### src/rtl/simon_pkg.sv
// Shared Simon definitions: colour width, sequence sizing defaults and the
// input-checker state encoding.
package simon_pkg;

  localparam int COLOUR_W    = 2;
  localparam int DEF_MAX_LEN = 32;
  localparam int DEF_ADDR_W  = 5;
  localparam int DEF_TIMEOUT = 10;

  localparam int STATE_W = 3;

  localparam logic [STATE_W-1:0] ST_IDLE         = 3'd0;
  localparam logic [STATE_W-1:0] ST_WAIT_PRESS   = 3'd1;
  localparam logic [STATE_W-1:0] ST_CHECK        = 3'd2;
  localparam logic [STATE_W-1:0] ST_WAIT_RELEASE = 3'd3;
  localparam logic [STATE_W-1:0] ST_FAIL         = 3'd4;

endpackage

### src/rtl/simon_input_checker_timeout.sv
// Inactivity timer: counts tick strobes and pulses expire on the TIMEOUT-th
// tick since the last clear.
module simon_timeout
  import simon_pkg::*;
#(
  parameter int TIMEOUT = DEF_TIMEOUT
) (
  input  logic clk,
  input  logic reset,
  input  logic tick,
  input  logic clear,
  output logic expire
);

  localparam int CNT_W = (TIMEOUT > 1) ? $clog2(TIMEOUT) : 1;
  localparam logic [CNT_W-1:0] LAST = CNT_W'(TIMEOUT - 1);

  logic [CNT_W-1:0] count;

  // clear has priority so a press on the final tick never reports expiry
  assign expire = tick & ~clear & (count == LAST);

  always_ff @(posedge clk or negedge reset) begin
    if (!reset) begin
      count <= '0;
    end else if (clear || expire) begin
      count <= '0;
    end else if (tick) begin
      count <= count + CNT_W'(1);
    end
  end

endmodule

### config.mk
export PLATFORM = sky130hd
export DESIGN_NAME = simon_timeout
export DESIGN_NICKNAME = d
export VERILOG_FILES = /design/src/rtl/simon_pkg.sv /design/src/rtl/simon_input_checker_timeout.sv
export SDC_FILE = /design/constraint.sdc
export NUM_CORES = 1
export LEC_CHECK = 0
export ABC_AREA = 1
export BUFFER_PORTS_ARGS = -buffer_cell sky130_fd_sc_hd__buf_2
export CAP_MARGIN = 20
export CORE_AREA = 4 4 41 43
export CTS_BUF_LIST = sky130_fd_sc_hd__clkbuf_2
export DETAILED_ROUTE_END_ITERATION = 10
export DIE_AREA = 0 0 45 47
export GPL_ROUTABILITY_DRIVEN = 1
export PLACE_DENSITY_LB_ADDON = 0.15
export SLEW_MARGIN = 20
export SYNTH_ARGS = -nofsm -noshare
export SYNTH_HDL_FRONTEND = slang
export SYNTH_SLANG_ARGS = --single-unit
### constraint.sdc
create_clock -name clk -period 1.03 [get_ports clk]
set_clock_uncertainty 0.05 [all_clocks]
set_input_delay 0.103 -clock clk [delete_from_list [all_inputs] [get_ports clk]]
set_output_delay 0.103 -clock clk [all_outputs]
set_load 0.1 [all_outputs]
==> flow_summary.yaml <==
synthesis:
  yosysMostFrequentCell: "nand2_1"
  syn_nets: 39
  ys.flop_type: "dfrtp_1"
  synth_area_per_cell_um2: 8.46
  synth-seq-cells: 4
  yosys_warnings: 0
  yosysSeqAreaShare_pct: 35.9
  synth-edff-count: 0
  netlist_area_um2: 279
  yosys.cell_types.count: 13
  synthXorXnorAreaFrac_pct: 3.14
  synth_cells: 33
  synth-compound-area-share_pct: 13.5
  synth_top_area_share_pct: 35.9
  synth_top_family_by_area: "simple AND/OR/NAND/NOR gates"
  synthAdderAreaFrac_pct: 8.97
  async_flop_share_pct: 100
  ys_top_cells_by_count: "nand2_1, inv_1, dfrtp_1, nor2_1, o21ai_2"
  synth.area.mux_share_pct: 0
  synth.largest_area_cell: "dfrtp_1"
  synthTopCellsByArea: "dfrtp_1, nand2_1, o21ai_2, ha_1, inv_1"
  synth_simple_gate_area_share_pct: 30.5
sta:
  rsz0062_at_grt: "yes"
  period_needed_ns: 1.41
  finalHoldViolCount: 0
  final_max_slew_viol_count: 0
  setup_viol: 5
  fin_crit_sh_pct: 137
  max_slew_margin_pct: 87.4
  setup_slack_ns: -0.382
  worst_pin_slew_ns: 0.188
  finalSetupTns_ns: -0.936
  fmax_ghz: 0.708
worst_hold_path:
  hold_path.startpoint: "clear"
  min_path_type: "primary input to flip-flop"
final_layout:
  regMostFlops: "count"
  drive_gt1_share_pct: 63.3
  diodes: 0
  area_growth_pct: 69.5
  final_cell_area_um2: 473
  layout.nets: 57
  largest_reg_flops: 4
  reg_top3: "count x4"
outcome:
  violations: "setup timing"
  status: "finished with violations"
placement:
  gp_congestion: 0.684
  postPlaceCellArea_um2: 389
  port_buffers: 4
critical_path:
  critPathKind: "flip-flop to output port"
  cpPeakStageDelay_ns: 0.36
  crit_family: "buffers and inverters"
  startpoint: "count[1]"
  crit_fanout: 2
  end_kind: "output port"
  rr_startpoint: "count[1]"
  cp_slowest_cell: "dfrtp_1"
  required_ns: 0.88
  worst-endpoint-arrival_ns: 1.26
  worst-path-buf-inv: 4
  start_kind: "flip-flop"
  path_cells: "inv_1 > ha_2 > nand2_2 > inv_2 > nand3_4 > clkinvlp_4 > buf_12"
die:
  die_y_um: 47
  io_pins: 5
  coreArea_um2: 1300
  die_x_um: 45
  initial_core_util_pct: 21.4
  row_count: 13
  die_area_um2: 2120
power_and_ir_drop:
  irDropWorstVdd_uv: 433
  power_leakage_nw: 0.205
  power.density_nw_per_um2: 855
clocking:
  clk_latency_ns: 0.21
  clkSlewWorstSetupHoldPaths_ns: 0.05
  htreeDepth: 1
  cts_sinks: 4
  tritoncts: "done"
  cts_buffer_depth: 2
  cts_buffers: 3
  cts_root_buffer: "clkbuf_2"
routing:
  drt_first_iter_violations: 0
  drc: 0
  wl_um: 604
  viasPerCell: 4.25
  vias: 272
  ant_nets: 0
  wl_per_cell_um: 9.44
  drt_first_pass_iters: 1
grt:
  antenna_found_initial: 0
  gr-total-overflow: 0
  grt_max_degree: 5
  grt_pass1_vias: 264
  grt_usage_pct: 7.52
  grt_pass1_wl_um: 1010
flow_run:
  maxCapViolations: 0
## through the flow
step                util [%]  std cells  power (mW)  setup WS, ns  hold slack (ns)
floorplan                  -         33       0.209        -0.311           -0.243
global placement        29.9         58       0.242        -0.171           -0.139
detailed placement      29.9         58       0.244        -0.192           -0.137
CTS                     34.5         63       0.403        -0.417            0.148
global route            36.3         64       0.438        -0.495            0.156
finish                  36.3         64       0.404        -0.382            0.150
## placed cells by master, fill, tap and decap left out
master	instances
buf_4	7
nand2_1	6
inv_1	4
dfrtp_1	4
nand2_2	3
nor2_1	3
o21ai_2	3
clkbuf_2	3
buf_2	3
nand3_4	2
nor2_4	1
inv_2	1
clkinvlp_4	1
o21bai_2	1
nand2_4	1
xnor2_2	1
ha_2	1
ha_4	1
dlygate4sd3_1	1
buf_6	1
buf_12	1
## worst min-delay path, stage by stage
cell	delay, ns
buf_2	0.12
inv_1	0.05
nand2_2	0.06
nor2_1	0.04
## final cells by class
type,instances,area (um^2)
sequential,4,100
fill,149,828
timing repair buffer,13,109
inverter,6,26.3
tap,15,18.8
clock buffer,3,15.0
multi-input combinational,23,204
## power breakdown
part | total, mW | switching [mW] | internal [mW]
registers | 0.168 | 0.00362 | 0.165
clock network | 0.144 | 0.0658 | 0.0783
logic | 0.0921 | 0.0462 | 0.0459
total | 0.404 | 0.116 | 0.289
## repair_timing
item                       CTS  global route
setup endpoints to repair    5             5
hold endpoints to repair     4             0
hold buffers                 1             0
pin swaps                    2             2
resized for setup            4             5
buffers inserted             2             1
## final timing paths
| kind | end | slack (ns) | cells past startpoint |
|---|---|---|---|
| setup / recovery | expire | -0.38 | 7 |
| hold / removal | count[3] | 0.15 | 4 |
| setup reg to reg | count[3] | -0.15 | 8 |
| hold reg to reg | count[0] | 0.54 | 2 |
| max in group asynchronous | count[2] | 0.63 | 2 |
| min in group asynchronous | count[3] | 0.17 | 2 |
## layer usage
| layer | up-vias | track usage, % | wire [um] |
|---|---|---|---|
| li1 | 134 | - | - |
| met1 | 129 | 7.32 | 220 |
| met2 | 6 | 10.7 | 336 |
| met3 | 3 | 3.83 | 32 |
| met4 | 0 | 8.77 | 14 |
| met5 | - | 0 | 0 |
## logic make-up (layout without fill, tap and decap cells)
logic type      after synthesis  after routing
flops                         4              4
compound gates                4              4
buf+inv                       6             22
simple gates                 16             16
fa+ha+maj                     2              2
xor+xnor                      1              1
Power figures use the tool's default switching activity.
